==> src/rtl/mul_job_dispatcher_if.sv <==
// Signal bundle for mul_job_dispatcher: producer push port, multiplier start/ready port,
// consumer product port. out_err is present only when MUL_DISPATCH_TIMEOUT_EN is defined.
interface mul_job_dispatcher_if #(
    parameter int WIDTH = 8,
    parameter int DEPTH = 4
);
    localparam int CW = $clog2(DEPTH) + 1;

    logic               in_valid;
    logic               in_ready;
    logic [WIDTH-1:0]   in_a;
    logic [WIDTH-1:0]   in_b;
    logic [WIDTH-1:0]   mul_a;
    logic [WIDTH-1:0]   mul_b;
    logic               mul_start;
    logic               mul_ready;
    logic [2*WIDTH-1:0] mul_result;
    logic               out_valid;
    logic               out_ready;
    logic [WIDTH-1:0]   out_a;
    logic [WIDTH-1:0]   out_b;
    logic [2*WIDTH-1:0] out_product;
    logic [CW-1:0]      count;
    logic               busy;
`ifdef MUL_DISPATCH_TIMEOUT_EN
    logic               out_err;
`endif

    // The dispatcher side.
    modport master (
        input  in_valid, in_a, in_b, mul_ready, mul_result, out_ready,
        output in_ready, mul_a, mul_b, mul_start, out_valid, out_a, out_b, out_product,
               count, busy
`ifdef MUL_DISPATCH_TIMEOUT_EN
        , output out_err
`endif
    );

    // Producer, multiplier and consumer side.
    modport slave (
        output in_valid, in_a, in_b, mul_ready, mul_result, out_ready,
        input  in_ready, mul_a, mul_b, mul_start, out_valid, out_a, out_b, out_product,
               count, busy
`ifdef MUL_DISPATCH_TIMEOUT_EN
        , input out_err
`endif
    );
endinterface

==> src/rtl/mul_job_dispatcher.sv <==
// Operand FIFO feeding an 8x8 sequential multiplier one job at a time, returning tagged products.
// Define MUL_DISPATCH_TIMEOUT_EN to add the per-job timeout and the out_err flag.
module mul_job_dispatcher #(
    parameter int WIDTH   = 8,
    parameter int DEPTH   = 4,
    parameter int TIMEOUT = 64
) (
    input  logic clk,
    input  logic reset,
    mul_job_dispatcher_if.master bus
);
    localparam int PW = $clog2(DEPTH);
    localparam int CW = PW + 1;

    typedef enum logic [1:0] {IDLE, ISSUE, WAIT, HOLD} state_e;

    logic [2*WIDTH-1:0] mem [DEPTH];
    logic [PW-1:0]      wr_ptr_q, wr_ptr_d, rd_ptr_q, rd_ptr_d;
    logic [CW-1:0]      count_q, count_d;
    logic               in_ready_q, in_ready_d;
    state_e             state_q, state_d;
    logic [WIDTH-1:0]   mul_a_q, mul_a_d, mul_b_q, mul_b_d;
    logic               mul_start_q, mul_start_d;
    logic               out_valid_q, out_valid_d;
    logic [WIDTH-1:0]   out_a_q, out_a_d, out_b_q, out_b_d;
    logic [2*WIDTH-1:0] out_product_q, out_product_d;
    logic               busy_q, busy_d;
    logic               push, pop;
    logic [2*WIDTH-1:0] head;
`ifdef MUL_DISPATCH_TIMEOUT_EN
    localparam int TW = $clog2(TIMEOUT + 1);
    logic [TW-1:0]      tmo_cnt_q, tmo_cnt_d;
    logic               out_err_q, out_err_d;
`endif

    assign head = mem[rd_ptr_q];

    always_comb begin
        // NOTE: every _d gets its hold value first so no path through this block infers a latch.
        wr_ptr_d      = wr_ptr_q;
        rd_ptr_d      = rd_ptr_q;
        state_d       = state_q;
        mul_a_d       = mul_a_q;
        mul_b_d       = mul_b_q;
        mul_start_d   = mul_start_q;
        out_valid_d   = out_valid_q;
        out_a_d       = out_a_q;
        out_b_d       = out_b_q;
        out_product_d = out_product_q;
`ifdef MUL_DISPATCH_TIMEOUT_EN
        out_err_d     = out_err_q;
        tmo_cnt_d     = '0;
`endif

        // Occupancy comes only from registered state, so a fresh push is never popped the same edge.
        push = bus.in_valid && in_ready_q;
        pop  = (state_q == IDLE) && (count_q != '0) && bus.mul_ready;

        if (push) wr_ptr_d = wr_ptr_q + 1'b1;
        if (pop)  rd_ptr_d = rd_ptr_q + 1'b1;
        count_d    = count_q + CW'(push) - CW'(pop);
        in_ready_d = (count_d < CW'(DEPTH));

        case (state_q)
            IDLE: begin
                if (pop) begin
                    mul_a_d     = head[2*WIDTH-1:WIDTH];
                    mul_b_d     = head[WIDTH-1:0];
                    mul_start_d = 1'b1;
                    state_d     = ISSUE;
                end
            end
            ISSUE: begin
                if (!bus.mul_ready) begin
                    mul_start_d = 1'b0;
                    state_d     = WAIT;
                end
            end
            WAIT: begin
                if (bus.mul_ready) begin
                    out_product_d = bus.mul_result;
                    out_a_d       = mul_a_q;
                    out_b_d       = mul_b_q;
                    out_valid_d   = 1'b1;
`ifdef MUL_DISPATCH_TIMEOUT_EN
                    out_err_d     = 1'b0;
`endif
                    state_d       = HOLD;
                end
            end
            HOLD: begin
                if (bus.out_ready) begin
                    out_valid_d = 1'b0;
`ifdef MUL_DISPATCH_TIMEOUT_EN
                    out_err_d   = 1'b0;
`endif
                    state_d     = IDLE;
                end
            end
            default: state_d = IDLE;
        endcase

`ifdef MUL_DISPATCH_TIMEOUT_EN
        // A job that has spent TIMEOUT cycles in ISSUE+WAIT without completing is returned as an error.
        if (state_q == ISSUE || state_q == WAIT) begin
            tmo_cnt_d = tmo_cnt_q + 1'b1;
            if (tmo_cnt_q == TW'(TIMEOUT - 1) && state_d != HOLD) begin
                mul_start_d   = 1'b0;
                out_product_d = '0;
                out_a_d       = mul_a_q;
                out_b_d       = mul_b_q;
                out_valid_d   = 1'b1;
                out_err_d     = 1'b1;
                state_d       = HOLD;
            end
        end
`endif

        busy_d = (state_d != IDLE);
    end

    // NOTE: the FIFO storage has no reset; pointers and count define which entries are meaningful.
    always_ff @(posedge clk) begin
        if (push) mem[wr_ptr_q] <= {bus.in_a, bus.in_b};
    end

    always_ff @(posedge clk) begin
        // NOTE: sequential state uses non-blocking assignments only, so all flops update together.
        if (reset) begin
            wr_ptr_q      <= '0;
            rd_ptr_q      <= '0;
            count_q       <= '0;
            in_ready_q    <= 1'b0;
            state_q       <= IDLE;
            mul_a_q       <= '0;
            mul_b_q       <= '0;
            mul_start_q   <= 1'b0;
            out_valid_q   <= 1'b0;
            out_a_q       <= '0;
            out_b_q       <= '0;
            out_product_q <= '0;
            busy_q        <= 1'b0;
`ifdef MUL_DISPATCH_TIMEOUT_EN
            tmo_cnt_q     <= '0;
            out_err_q     <= 1'b0;
`endif
        end else begin
            wr_ptr_q      <= wr_ptr_d;
            rd_ptr_q      <= rd_ptr_d;
            count_q       <= count_d;
            in_ready_q    <= in_ready_d;
            state_q       <= state_d;
            mul_a_q       <= mul_a_d;
            mul_b_q       <= mul_b_d;
            mul_start_q   <= mul_start_d;
            out_valid_q   <= out_valid_d;
            out_a_q       <= out_a_d;
            out_b_q       <= out_b_d;
            out_product_q <= out_product_d;
            busy_q        <= busy_d;
`ifdef MUL_DISPATCH_TIMEOUT_EN
            tmo_cnt_q     <= tmo_cnt_d;
            out_err_q     <= out_err_d;
`endif
        end
    end

    assign bus.in_ready    = in_ready_q;
    assign bus.mul_a       = mul_a_q;
    assign bus.mul_b       = mul_b_q;
    assign bus.mul_start   = mul_start_q;
    assign bus.out_valid   = out_valid_q;
    assign bus.out_a       = out_a_q;
    assign bus.out_b       = out_b_q;
    assign bus.out_product = out_product_q;
    assign bus.count       = count_q;
    assign bus.busy        = busy_q;
`ifdef MUL_DISPATCH_TIMEOUT_EN
    assign bus.out_err     = out_err_q;
`endif
endmodule

==> src/flat_wrapper.sv <==
// flat-port wrapper written by rule: the top's interface ports become plain ports
module mul_job_dispatcher_flat 
#(
    parameter int WIDTH   = 8,
    parameter int DEPTH   = 4,
    parameter int TIMEOUT = 64
)
  (clk, reset, bus_in_valid, bus_in_a, bus_in_b, bus_mul_ready, bus_mul_result, bus_out_ready, bus_in_ready, bus_mul_a, bus_mul_b, bus_mul_start, bus_out_valid, bus_out_a, bus_out_b, bus_out_product, bus_count, bus_busy);
  mul_job_dispatcher_if #(.WIDTH(WIDTH), .DEPTH(DEPTH)) bus_i ();
  input  logic clk;
  input  logic reset;
  input wire logic [$bits(bus_i.in_valid)-1:0] bus_in_valid;
  input wire logic [$bits(bus_i.in_a)-1:0] bus_in_a;
  input wire logic [$bits(bus_i.in_b)-1:0] bus_in_b;
  input wire logic [$bits(bus_i.mul_ready)-1:0] bus_mul_ready;
  input wire logic [$bits(bus_i.mul_result)-1:0] bus_mul_result;
  input wire logic [$bits(bus_i.out_ready)-1:0] bus_out_ready;
  output wire logic [$bits(bus_i.in_ready)-1:0] bus_in_ready;
  output wire logic [$bits(bus_i.mul_a)-1:0] bus_mul_a;
  output wire logic [$bits(bus_i.mul_b)-1:0] bus_mul_b;
  output wire logic [$bits(bus_i.mul_start)-1:0] bus_mul_start;
  output wire logic [$bits(bus_i.out_valid)-1:0] bus_out_valid;
  output wire logic [$bits(bus_i.out_a)-1:0] bus_out_a;
  output wire logic [$bits(bus_i.out_b)-1:0] bus_out_b;
  output wire logic [$bits(bus_i.out_product)-1:0] bus_out_product;
  output wire logic [$bits(bus_i.count)-1:0] bus_count;
  output wire logic [$bits(bus_i.busy)-1:0] bus_busy;
  assign bus_i.in_valid = bus_in_valid;
  assign bus_i.in_a = bus_in_a;
  assign bus_i.in_b = bus_in_b;
  assign bus_i.mul_ready = bus_mul_ready;
  assign bus_i.mul_result = bus_mul_result;
  assign bus_i.out_ready = bus_out_ready;
  assign bus_in_ready = bus_i.in_ready;
  assign bus_mul_a = bus_i.mul_a;
  assign bus_mul_b = bus_i.mul_b;
  assign bus_mul_start = bus_i.mul_start;
  assign bus_out_valid = bus_i.out_valid;
  assign bus_out_a = bus_i.out_a;
  assign bus_out_b = bus_i.out_b;
  assign bus_out_product = bus_i.out_product;
  assign bus_count = bus_i.count;
  assign bus_busy = bus_i.busy;
  mul_job_dispatcher #(.WIDTH(WIDTH), .DEPTH(DEPTH), .TIMEOUT(TIMEOUT)) u_core (.clk(clk), .reset(reset), .bus(bus_i));
endmodule
==> config.mk <==
export PLATFORM = sky130hd
export DESIGN_NAME = mul_job_dispatcher_flat
export DESIGN_NICKNAME = d
export VERILOG_FILES = /design/src/rtl/mul_job_dispatcher_if.sv /design/src/rtl/mul_job_dispatcher.sv /design/src/flat_wrapper.sv
export SDC_FILE = /design/constraint.sdc
export NUM_CORES = 1
export LEC_CHECK = 0
export CAP_MARGIN = 0
export CORE_ASPECT_RATIO = 1.5
export CORE_MARGIN = 5
export CORE_UTILIZATION = 46
export DETAILED_ROUTE_END_ITERATION = 6
export PLACE_DENSITY = 0.75
export SYNTH_ARGS = -nofsm -noshare
export SYNTH_HDL_FRONTEND = slang
export SYNTH_SLANG_ARGS = --single-unit
==> constraint.sdc <==
create_clock -name clk -period 2.4 [get_ports clk]
set_clock_uncertainty 0.15 [all_clocks]
set_input_delay 0.48 -clock clk [delete_from_list [all_inputs] [get_ports clk]]
set_output_delay 0.48 -clock clk [all_outputs]
set_load 0.02 [all_outputs]
==> reports/metrics.cfg, run 1 <==
[placed_design]
preCtsSetupSlack_ps = -373.5
dp.cells = 574
io_buffers = 91
post-dp-hpwl_mm = 6.533
routabilityCongestion = 0.7714

[sta]
clock.fmax_mhz = 429.0
slew_headroom_pct = 63.48
fin_hold_ws_ps = 302.0
setup_viol = 0
hold_viol = 0
rsz0062_at_grt = no
tightest_slew_ps = 547.9
fin_crit_ps = 2331
period_share_pct = 97.12
finalSetupTns_ps = 0
setup_ws_ps = 69.02
slew_violations = 0

[pwr]
p_clk_share_pct = 37.6
vdd_drop_max_uv = 571.4
powerDensity_nw_per_um2 = 1039
p_comb_share_pct = 23.8
switching_power_w = 0.001833
p_leak_nw = 2.196
switching_share_pct = 27.36
p_int_w = 0.004868
p_seq_share_pct = 38.7

[cts]
clock_sinks = 125
root_buffer = clkbuf_16
cts_tree = done
hold_buffers = 0
numCtsBuffers = 17
clk_latency_ps = 400
path_clk_slew_ps = 50
clk_path_buf_depth = 2
cts_max_level = 4

[synthesis]
yosysMostFrequentCell = nand2_1
synth_area_sq_um = 4667
synth-edff-count = 64
yosys.area_share.adder_pct = 2.038
synthDistinctLibCells = 30
synth_nets = 416
async_reset_ff_share_pct = 0
syn_area_per_cell_sq_um = 12.55
yosys_most_used_dff = edfxtp_1
ys_seq_area_share_pct = 67.35
synth_compound_area_share_pct = 8.579
synth_xor_area_share_pct = 0.5630
synth_top_family_by_area = simple AND/OR/NAND/NOR gates
synthCells = 372
yosysWarnings = 0
synth_top_area_share_pct = 41.18
synth_area_leaders = edfxtp_1 (41%), dfxtp_1 (26%), mux4_2 (7.7%)
synthSimpleGateAreaFrac_pct = 10.46
synth_seq_cells = 125
synth_area_leader_cell = edfxtp_1
synth_common_cells = nand2_1 (69), edfxtp_1 (64), dfxtp_1 (61)
muxShareOfSynthArea_pct = 7.721

[finish]
stdcell_count = 607
final_core_util_pct = 64.37
drive_gt1_share_pct = 17.14
diodes = 0
num-nets-final = 521
area_growth_pct = 38.23

[floorplan]
die-width_microns = 92.24
io_pins = 92
die_area_sq_um = 12300
fp.dieH_microns = 133.4
rows = 45
start_util_pct = 46.57
core_area_sq_um = 10020

[routing]
wl_per_cell_microns = 15.63
viasPerCell = 5.170
drt-pass1-iter-count = 4
wirelength_mm = 9.490
drtIter0Drc = 131
ant_nets = 0
drc = 0
vias = 3138

[worst_setup_path]
path_max_fanout = 4
crit_type = flip-flop to flip-flop
crit_path_end_kind = flip-flop
crit_path_start_kind = flip-flop
worst_ep_arrival_time_ps = 2450
cp.required_ps = 2520

[run_status]
status = completed

[global_routing]
first_global_vias = 3209
grt_max_degree = 37
grt_overflow_total = 0
antenna_found_initial = 0
grt_pass1_wl_mm = 15.32
grt_usage_pct = 16.17

[job]
drv_cap = 0

[hold_path]
hold_class = flip-flop to flip-flop

## worst paths after layout
path,endpoint,start,cells after the start,slack (ps)
setup reg to reg,u_core.bus.count[2],u_core.bus.count[0],10,70
hold / removal,u_core.bus.out_a[0],u_core.bus.out_a[0],2,300
setup / recovery,u_core.bus.count[2],u_core.bus.count[0],10,70
hold reg to reg,u_core.bus.out_a[0],u_core.bus.out_a[0],2,300
## cell usage in the layout (no fill, tap or decap), types with 16 or more instances in the layout
master            n
nand2_1          68
edfxtp_1         64
nand3_1          18
o21ai_0          18
mux4_2           16
a21oi_1          54
clkdlybuf4s50_1  90
clkbuf_16        17
dfxtp_1          58
buf_4            19
## metrics by stage
step	power [W]	cell area (sq um)
6_report	0.006702	6451
4_1_cts	0.006741	6430
3_5_place_dp	0.004191	5828
3_3_place_gp	0.004148	5828
2_1_floorplan	0.003616	4731
5_1_grt	0.007004	6451
## state kept, by name (all words and copies together), names as in the netlist
| register | cells |
|---|---|
| u_core.wr_ptr_q | 2 |
| u_core.bus.out_valid | 1 |
| u_core.bus.busy | 1 |
| u_core.bus.mul_a | 8 |
| u_core.state_q | 2 |
| u_core.mem | 64 |
| u_core.bus.out_a | 8 |
| u_core.bus.out_b | 8 |
| u_core.rd_ptr_q | 2 |
| u_core.bus.mul_b | 8 |
| u_core.bus.in_ready | 1 |
| u_core.bus.count | 3 |
| u_core.bus.out_product | 16 |
| u_core.bus.mul_start | 1 |
## layer usage
metal	share of wire [%]	up-vias	track usage [%]
met3	5.1	23	4.463
met5	0	-	0
met2	53	94	28.62
li1	-	1544	-
met4	2.9	0	9.256
met1	39	1477	17.06
## power groups by stage
| stage | logic (W) | clock network (W) | registers [W] |
|---|---|---|---|
| CTS | 0.00158 | 0.00257 | 0.00259 |
| global placement | 0.00153 | 0 | 0.00262 |
| finish | 0.00159 | 0.00252 | 0.00259 |
| floorplan | 0.000863 | 0 | 0.00275 |
| detailed placement | 0.00156 | 0 | 0.00263 |
| global route | 0.00174 | 0.00264 | 0.00262 |
## cell type report
class	count	area, sq um
sequential	125	3152
fill	773	3571
inverter	9	36.28
clock inverter	15	171.4
clock buffer	17	425.4
timing repair buffer	112	1089
tap	117	146.4
multi-input combinational	212	1431
## critical path, stage by stage (launching register included)
cell     delay (ps)
dfxtp_4         350
or3_4           380
nand2_4          80
inv_4            40
ha_4            250
inv_2            30
ha_4            140
fa_2            350
xnor2_2         150
xnor2_2         140
nor2b_1         130
## what timing repair did
item                                    in CTS  in global routing
pin swaps                                    1                  3
gates resized for setup                      1                  2
endpoints found under the setup margin       1                  2
buffers inserted                             0                  1
## kinds of logic after synthesis
| logic type | after synthesis |
|---|---|
| flops | 125 |
| simple gates | 109 |
| compound gates | 77 |
| buf+inv | 35 |
| mux | 16 |
| fa+ha+maj | 7 |
| xor+xnor | 3 |
(Power assumes the default switching activity.)
==> run 2, diff against run 1 <==
Settings changed: SKIP_LAST_GASP from default to 1.
==> results of run 2 <==
No change in the layout: final DEF, timing and power equal those of run 1.
==> run 3, diff against run 2 <==
Settings changed: ABC_AREA from default to 1, CORE_UTILIZATION 46 to 47.
==> run 3 against run 2 <==
  * Sequential cell count did not move
  * Critical path type is now input port to flip-flop
  * Worst hold slack got worse by 8.6 ps
  * Register-to-register slack better by 150 ps
==> reports/metrics.cfg, run 3 <==
[worst_setup_path]
max_stage_delay_ps = 440
crit_slowest_cell = clkdlybuf4s50_1
path_max_fanout = 2
cp_cell_sequence = clkdlybuf4s50_1, inv_2, nor2_4, nand2_4, inv_1, ha_1, inv_1, ha_1, fa_1, xor2_1, nor2_1
crit_start = bus_mul_ready
crit_type = input port to flip-flop
crit_path_end_kind = flip-flop
path_depth = 11
crit_buf_inv = 4
rr_startpoint = u_core.bus.count[1]
cp.required_ps = 2540
crit_path_start_kind = input port
worst_ep_arrival_time_ps = 2330
ff2ff_path_depth = 10
crit_family = adder cells

[finish]
largest_register = u_core.mem
diodes = 0
area_growth_pct = 31.91
final_core_util_pct = 62.37
drive_gt1_share_pct = 8.237
stdcell_count = 839
largest_register_ffs = 64
mostFrequentLayoutCells = inv_1 (129), nand2_1 (127), clkdlybuf4s50_1 (91)
num-nets-final = 723
final_common_cell = inv_1
final_area_sq_um = 6822

[sta]
setup_viol = 0
fin_crit_ps = 2187
period_share_pct = 91.13
slew_violations = 0
tightest_slew_ps = 570.9
rsz0062_at_grt = no
hold_viol = 0
slew_headroom_pct = 61.88
clock.fmax_mhz = 457.2

[routing]
routed-wl-met3_microns = 758
drtIter0Drc = 203
wirelength_mm = 10.75
vias = 3869
wl_per_cell_microns = 12.81
drt-pass1-iter-count = 4
viasPerCell = 4.611
ant_nets = 0
maxUsedRoutingLayer = met4
wl_met1_mm = 4.205
route.met2.wl_mm = 5.519
drc = 0

[placed_design]
routabilityCongestion = 0.7741
dp.cells = 807
io_buffers = 91
place_area_sq_um = 6241
post-dp-hpwl_mm = 7.094

[cts]
clk_path_buf_depth = 2
cts_max_level = 4
postCtsSetupBuffers = 0
path_clk_slew_ps = 50
numCtsBuffers = 17
root_buffer = clkbuf_16
clock_sinks = 125
cts_tree = done
clk_latency_ps = 410

[floorplan]
start_util_pct = 47.28
fp.dieH_microns = 138.5
rows = 47
core_area_sq_um = 10940
die-width_microns = 95.65
die_area_sq_um = 13240
io_pins = 92

[job]
drv_cap = 0

[synthesis]
synth_nets = 623
synth-edff-count = 64
synth_area_leader_cell = edfxtp_1
yosysMostFrequentCell = inv_1
syn_area_per_cell_sq_um = 8.931
yosys_most_used_dff = edfxtp_1
yosysWarnings = 0
async_reset_ff_share_pct = 0
synth_common_cells = inv_1 (129), nand2_1 (127), edfxtp_1 (64)
ys_seq_area_share_pct = 60.78
synth_seq_cells = 125
synth_area_sq_um = 5171
synth_area_leaders = edfxtp_1 (37%), dfxtp_1 (24%), inv_1 (9.4%)
synthCells = 579
synth_top_area_share_pct = 37.16
synthDistinctLibCells = 22

[pwr]
total_power_w = 0.007052
powerDensity_nw_per_um2 = 1034
p_leak_nw = 2.929
vdd_drop_max_uv = 573.3

[hold_path]
hold_class = flip-flop to flip-flop
min_path_cells = 2
hp-start = u_core.bus.out_a[4]

[global_routing]
first_global_vias = 3788
grt_overflow_total = 0
grt_max_degree = 46
grt_pass1_wl_mm = 17.64
grt_usage_pct = 17.09
antenna_found_initial = 0

[run_status]
status = completed

## run 3: per-stage QoR
| step | worst slack, ps | hold WS [ps] | setup TNS (ps) |
|---|---|---|---|
| final | 212.9 | 293.4 | 0 |
| after global placement | -149.8 | 280.0 | -375.6 |
| after floorplan | 185.8 | 341.0 | 0 |
| after CTS | 178.9 | 295.2 | 0 |
| after detailed placement | -181.6 | 283.7 | -461.3 |
| after global routing | 68.34 | 311.3 | 0 |
## run 3: cells by family (layout without fill, tap and decap cells)
logic type,Yosys count,after routing,synth area share (%)
xor gates and xnor gates,2,2,0.3388
DFF,125,125,60.78
adders and majority gates,7,7,1.839
and+or+nand+nor,213,213,16.74
buffers and inverters,160,273,13.28
AOI/OAI and AO/OA,72,72,7.017
## run 3: final cells by class
type / instances / area, sq um
fill: 908 / 4116
sequential: 125 / 3143
clock buffer: 17 / 425.4
inverter: 135 / 506.7
clock inverter: 15 / 150.1
tap: 147 / 183.9
timing repair buffer: 106 / 1061
multi-input combinational: 294 / 1351
## run 3: final timing paths
path / endpoint / slack [ps]
worst max-delay path: u_core.bus.count[2] / 210
worst min-delay path: u_core.bus.out_a[4] / 290
worst max register to register: u_core.bus.count[2] / 220
worst min register to register: u_core.bus.out_a[4] / 290
## run 3: power by group
group | switching [W] | leakage [nW] | total, W | internal (W)
Sequential | 0.000170 | 1.08 | 0.00270 | 0.00253
Combinational | 0.00114 | 1.59 | 0.00192 | 0.000786
Clock | 0.000906 | 0.264 | 0.00242 | 0.00152
Total | 0.00221 | 2.93 | 0.00705 | 0.00484
## run 3: timing repair
item	CTS	global route
endpoints found under the setup margin	0	1
hold buffers	0	0
resized for setup	0	1
## run 3: worst register-to-register path, delay by kind of cell (launching register included)
| family | cells | cell delay, ps |
|---|---|---|
| buffers and inverters | 3 | 220 |
| XOR/XNOR | 1 | 180 |
| flip-flops | 1 | 320 |
| AND/OR/NAND/NOR | 3 | 290 |
| adder cells (fa/ha/maj) | 3 | 890 |
## run 3: metal layers
metal  global-route usage (%)  up-vias
met1                    18.81     1755
li1                         -     1982
met3                    5.489       19
met5                        0        -
met4                    8.171        0
met2                    29.11      113
==> edit 1: new RTL, settings of run 3 <==
`WIDTH` is set to 8 in 3 places; all go to 9.
--- a/src/rtl/mul_job_dispatcher_if.sv
+++ b/src/rtl/mul_job_dispatcher_if.sv
@@ -1,7 +1,7 @@
 // Signal bundle for mul_job_dispatcher: producer push port, multiplier start/ready port,
 // consumer product port. out_err is present only when MUL_DISPATCH_TIMEOUT_EN is defined.
 interface mul_job_dispatcher_if #(
-    parameter int WIDTH = 8,
+    parameter int WIDTH = 9,
     parameter int DEPTH = 4
 );
     localparam int CW = $clog2(DEPTH) + 1;
--- a/src/rtl/mul_job_dispatcher.sv
+++ b/src/rtl/mul_job_dispatcher.sv
@@ -1,7 +1,7 @@
 // Operand FIFO feeding an 8x8 sequential multiplier one job at a time, returning tagged products.
 // Define MUL_DISPATCH_TIMEOUT_EN to add the per-job timeout and the out_err flag.
 module mul_job_dispatcher #(
-    parameter int WIDTH   = 8,
+    parameter int WIDTH   = 9,
     parameter int DEPTH   = 4,
     parameter int TIMEOUT = 64
 ) (
--- a/src/flat_wrapper.sv
+++ b/src/flat_wrapper.sv
@@ -1,7 +1,7 @@
 // flat-port wrapper written by rule: the top's interface ports become plain ports
 module mul_job_dispatcher_flat 
 #(
-    parameter int WIDTH   = 8,
+    parameter int WIDTH   = 9,
     parameter int DEPTH   = 4,
     parameter int TIMEOUT = 64
 )
Ports: changed (8 resized); port bits go from 92 to 102. The function was not compared with the original's and may differ.
==> edit 1 against run 3 <==
Die area increased by 9.3%. Global-route usage shrank 0.42 points. Synthesized cell count grew 11%. Count of clock-buffer cells in the layout rose by 2. Area after synthesis is 10% higher. First-iteration DRC count is 31% lower. Power is 6.1% higher. Sequential cell count up 14. Combinational power grew 9%. Routed wire length up 8.1%. Design area rose by 9.6%. Worst setup slack got worse by 51 ps. Largest cell class unchanged.
==> edit 1: results (changes against run 3) <==
* Gpl congestion at 0.7724 (-0.22%)
* Yosys reg bits at 139 (+11%)
* Routed met3 length at 797 um (+5.1%)
* Drt total wl at 11.62 mm (+8.1%)
* Met3 Track Usage GR at 5.468% (-0.022 points)
* Post-synth EDFFs at 72 (+13%)
* Top post-synthesis cells by count: 144 x inv_1, 142 x nand2_1, 72 x edfxtp_1, 67 x dfxtp_1, 46 x nor2_1
* Peak fanout along the critical path at 3 (+1)
* CTS buffer count at 17 (unchanged)
* WL met1 at 4.582 mm (+9.0%)
* Tightest Pin Transition at 591.9 ps (+20.96 ps)
* R2R depth at 10 (unchanged)
* Vias in the first global route at 4,156 (+9.7%)
* Seq/total area at 46.85% (+0.77 points)
* Via-per-instance ratio at 4.590 (-0.47%)
* Hold Startpoint: u_core.bus.out_a[5]$_SDFFE_PP0P_
* Post-synthesis sequential area ratio at 61.48% (+0.71 points)
* Share of cells above drive strength 1 at 6.719% (-1.5 points)
* Syn Nets at 688 (+10%)
* # fillers at 988 (+8.8%)
* Setup crit start: bus_mul_ready
* Largest cells by area after synthesis: edfxtp_1 38%, dfxtp_1 24%, inv_1 9.5%
* Max H-tree Level at 4 (unchanged)
* # clk buffers at 19 (+2)
* Grt met2 use at 29.83% (+0.72 points)
* Launch point of the worst reg-to-reg path: u_core.bus.count[1]$_SDFF_PP0_
* Synth async-reset ratio at 0% (unchanged)
* Fraction of cell area in non-clock buffers at 16.03% (+0.47 points)
* Max reg flops at 72 (+13%)
* Largest net degree at the start of global routing at 63 (+37%)
* Multi-In Gates at 324 (+10%)
* I/O Buffers at 101 (+11%)
* NetSw at 0.002312 W (+4.4%)
* Fin nets at 795 (+10%)
* Met1 GRT Util at 17.55% (-1.3 points)
* DR top layer: met4
* Status: finished clean
* Reg2reg setup slack at roughly 230 ps
* DP Wirelength at 7.884 mm (+11%)
* Hold Crit Endpoint: u_core.bus.out_a[5]$_SDFFE_PP0P_
* Logic inverters at 149 (+10%)
* Metal2 WL at 5.979 mm (+8.3%)
* Largest Register: u_core.mem
* Global Route Usage Sum at 16.67% (-0.42 points)
* Non-clock buffer count at 116 (+9.4%)
* Leak at 3.197 nW (+9.2%)
* Area of the multi-input gates at 0.001468 mm2 (+8.6%)
* First DRT Iteration DRCs at 141 (-31%)
* Hold Path Depth at 2 (unchanged)
* Hold crit path type: flip-flop to flip-flop
* Max VDD drop at 0.5924 mV (+3.3%)
* Clock Network Area Fraction at 7.462% (-0.98 points)
* First-pass GRT wire length at 18.83 mm (+6.8%)
==> edit 1: cell types whose count changed in the layout (fill, tap and decap cells not counted), moves of 3 or more <==
cell and change:
inv_1 +15, nand2_1 +15, clkdlybuf4s50_1 +10, edfxtp_1 +8, o21ai_0 +8, dfxtp_1 +6
nand3_1 +6, a21oi_1 +5, o21ai_1 -4, buf_12 +3, buf_4 -3
==> edit 1: logic make-up (layout without fill, tap and decap cells) <==
family / after synthesis / after routing / share of synthesized area (%)
AND/OR/NAND/NOR: 235 / 235 / 16.75
buffers and inverters: 177 / 296 / 12.76
flip-flops: 139 / 139 / 61.48
AO/OA/AOI/OAI: 80 / 80 / 7.027
adder cells (fa/ha/maj): 7 / 7 / 1.669
XOR/XNOR: 2 / 2 / 0.3075
==> edit 1: power by group through the flow <==
stage | sequential, W | clock, W | combinational [W]
floorplan | 0.00325 | 0 | 0.00112
global placement | 0.00301 | 0 | 0.00204
detailed placement | 0.00303 | 0 | 0.00209
CTS | 0.00298 | 0.00248 | 0.00211
global route | 0.00301 | 0.00259 | 0.00234
finish | 0.00298 | 0.00242 | 0.00209
==> edit 1: stage by stage <==
stage | area (um2) | setup TNS [ps] | instances | hold slack [ps] | setup WS [ps]
floorplan | 5698 | 0 | 640 | 340.3 | 130.6
global placement | 6920 | -424.0 | 881 | 280.3 | -177.2
detailed placement | 6920 | -592.7 | 881 | 284.3 | -240.2
CTS | 7478 | 0 | 912 | 292.8 | 186.8
global route | 7478 | 0 | 912 | 312.7 | 42.33
finish | 7478 | 0 | 912 | 290.7 | 161.4
==> edit 1: critical path: stages <==
cell	delay (ps)
clkdlybuf4s50_1	430
inv_1	150
nor2_4	60
nand2_2	60
inv_2	40
ha_1	260
inv_1	40
ha_1	200
fa_1	420
xor2_1	190
nor2_1	50
==> edit 2: new RTL, config.mk and constraints of run 3 <==
Without the edit above. The 4 states of `state_e` get a one-hot encoding in 4 bits.
--- a/src/rtl/mul_job_dispatcher.sv
+++ b/src/rtl/mul_job_dispatcher.sv
@@ -12,7 +12,7 @@
     localparam int PW = $clog2(DEPTH);
     localparam int CW = PW + 1;
 
-    typedef enum logic [1:0] {IDLE, ISSUE, WAIT, HOLD} state_e;
+    typedef enum logic [3:0] {IDLE = 4'b0001, ISSUE = 4'b0010, WAIT = 4'b0100, HOLD = 4'b1000} state_e;
 
     logic [2*WIDTH-1:0] mem [DEPTH];
     logic [PW-1:0]      wr_ptr_q, wr_ptr_d, rd_ptr_q, rd_ptr_d;
Check against the original RTL: same outputs for any inputs over 10 cycles, from zero or initial values and one cycle with reset high; not proved beyond that.
==> edit 2 against run 3 <==
The run now ends with setup timing left. Design area grew 2.6%. Worst setup slack worse by 230 ps. Cell count shrank 5.7%. Power shrank 0.36%. Combinational power down 8%. Routed wire length grew 1.3%. Sequential cell count up 2. Area after synthesis up 2.1%. Die area rose by 1.9%. Global-route usage decreased by 0.40 points. Largest cell class unchanged.
==> edit 2: results (changes against run 3) <==
* Gpl congestion at 0.7577 (-2.1%)
* Worst-skew pair later-pin latency at 410 ps (about the same)
* Placed cell area at 0.006282 mm2 (+0.66%)
* Largest cells by area after synthesis: edfxtp_1 36%, dfxtp_1 24%, nand2_1 9.2%
* Syn Nets at 574 (-7.9%)
* DP Wirelength at 7.043 mm (-0.72%)
* Peak fanout along the critical path at 3 (+1)
* Hold crit path type: input pin to flip-flop
* Failing checks: setup timing
* Vias in the first global route at 3,649 (-3.7%)
* Leak at 2.673 nW (-8.7%)
* Via-per-instance ratio at 4.655 (+0.94%)
* Internal power at 0.004899 W (+1.3%)
* Fin nets at 675 (-6.6%)
* I/O Buffers at 91 (unchanged)
* Max VDD drop at 0.6513 mV (+14%)
* Post-synthesis sequential area ratio at 60.27% (-0.51 points)
* Largest net degree at the start of global routing at 65 (+41%)
* First DRT Iteration DRCs at 172 (-15%)
* Top post-synthesis cells by count: 130 x nand2_1, 67 x inv_1, 64 x edfxtp_1, 63 x dfxtp_1, 52 x nor2_1
* Critical-path top delay cell: fa_2
* R2R depth at 12 (+2)
* Worst EP arrival at 2610 ps (+280 ps)
* Setup_tns at -30.80 ps (-30.80 ps)
* Global Route Usage Sum at 16.70% (-0.40 points)
* Final setup violating endpoints at 2 (+2)
* First-pass GRT wire length at 17.22 mm (-2.4%)
* Tightest Pin Transition at 593.9 ps (+23.05 ps)
* Synth cell types at 30 (+36%)
* Wirelength per Cell at 13.77 um (+7.5%)
* Crit path largest cell delay at 400 ps (-40 ps)
* Setup WS post-layout at -17.63 ps (-230.5 ps)
* Share of cells above drive strength 1 at 20.65% (+12 points)
* Status: finished, violations left
* Hold Path Depth at 4 (+2)
==> edit 2: cell count changes after synthesis, moves of 28 or more <==
cell	delta
inv_1	-62
nand3_1	-35
o211ai_1	+32
a21oi_2	+29
nand2_2	+28
o21ai_0	-28
==> edit 2: power by group through the flow <==
stage	logic, W	clock network, W	registers (W)
6_report	0.00177	0.00255	0.00271
5_1_grt	0.00196	0.00271	0.00274
4_1_cts	0.00166	0.00261	0.00269
3_5_place_dp	0.00161	0	0.00274
3_3_place_gp	0.00156	0	0.00272
2_1_floorplan	0.000917	0	0.00287
==> edit 2: area by class of cell <==
cell class | instances | area [um2]
Clock buffer | 18 | 429.2
Clock inverter | 14 | 166.4
Fill cell | 907 | 4055
Inverter | 69 | 261.5
Multi-Input combinational cell | 307 | 1720
Sequential cell | 127 | 3196
Tap cell | 147 | 183.9
Timing Repair Buffer | 109 | 1044
==> edit 2: cells by family (layout without fill, tap and decap cells) <==
family	after synthesis	after routing	share of synthesized area [%]
XOR/XNOR	3	3	0.4976
flip-flops	127	127	60.27
AO/OA/AOI/OAI	75	75	10.78
AND/OR/NAND/NOR	222	222	18.08
adder cells (fa/ha/maj)	7	7	1.800
buffers and inverters	96	210	8.576
==> edit 2: routing by layer <==
layer / part of all wire [%] / up-vias / track usage [%]
li1: - / 1900 / -
met1: 40 / 1679 / 18.18
met2: 52 / 97 / 28.75
met3: 6.4 / 6 / 5.616
met4: 0.94 / 0 / 7.391
met5: 0 / - / 0
==> edit 2: final timing paths <==
kind / startpoint / end
worst max-delay path: u_core.state_q[3]$_SDFF_PP0_ / u_core.bus.in_ready$_SDFF_PP0_
worst min-delay path: reset / u_core.rd_ptr_q[0]$_SDFFE_PP0P_
worst max register to register: u_core.state_q[3]$_SDFF_PP0_ / u_core.bus.in_ready$_SDFF_PP0_
worst min register to register: u_core.bus.out_a[1]$_SDFFE_PP0P_ / u_core.bus.out_a[1]$_SDFFE_PP0P_
==> edit 2: critical path, delay by kind of cell (launching register included) <==
kind / cells / cell delay, ps
buffers and inverters: 3 / 160
DFF: 1 / 330
xor gates and xnor gates: 2 / 470
adders and majority gates: 3 / 740
and+or+nand+nor: 4 / 500
==> edit 2: per-stage QoR <==
step | utilization (%) | hold WS (ps) | setup slack, ps | cells
after CTS | 62.43 | 266.5 | 11.04 | 787
after global routing | 63.32 | 281.7 | -132.4 | 791
final | 63.32 | 292.2 | -17.63 | 791
after detailed placement | 56.82 | 308.6 | -438.3 | 754
after floorplan | - | 339.7 | 45.14 | 530
after global placement | 56.82 | 300.4 | -263.6 | 754
==> edit 2: timing repair <==
action / in CTS / in global routing
endpoints found under the setup margin: 2 / 2
pin swaps: 3 / 7
hold buffers: 0 / 0
setup buffers: 1 / 4
gates resized for setup: 5 / 18
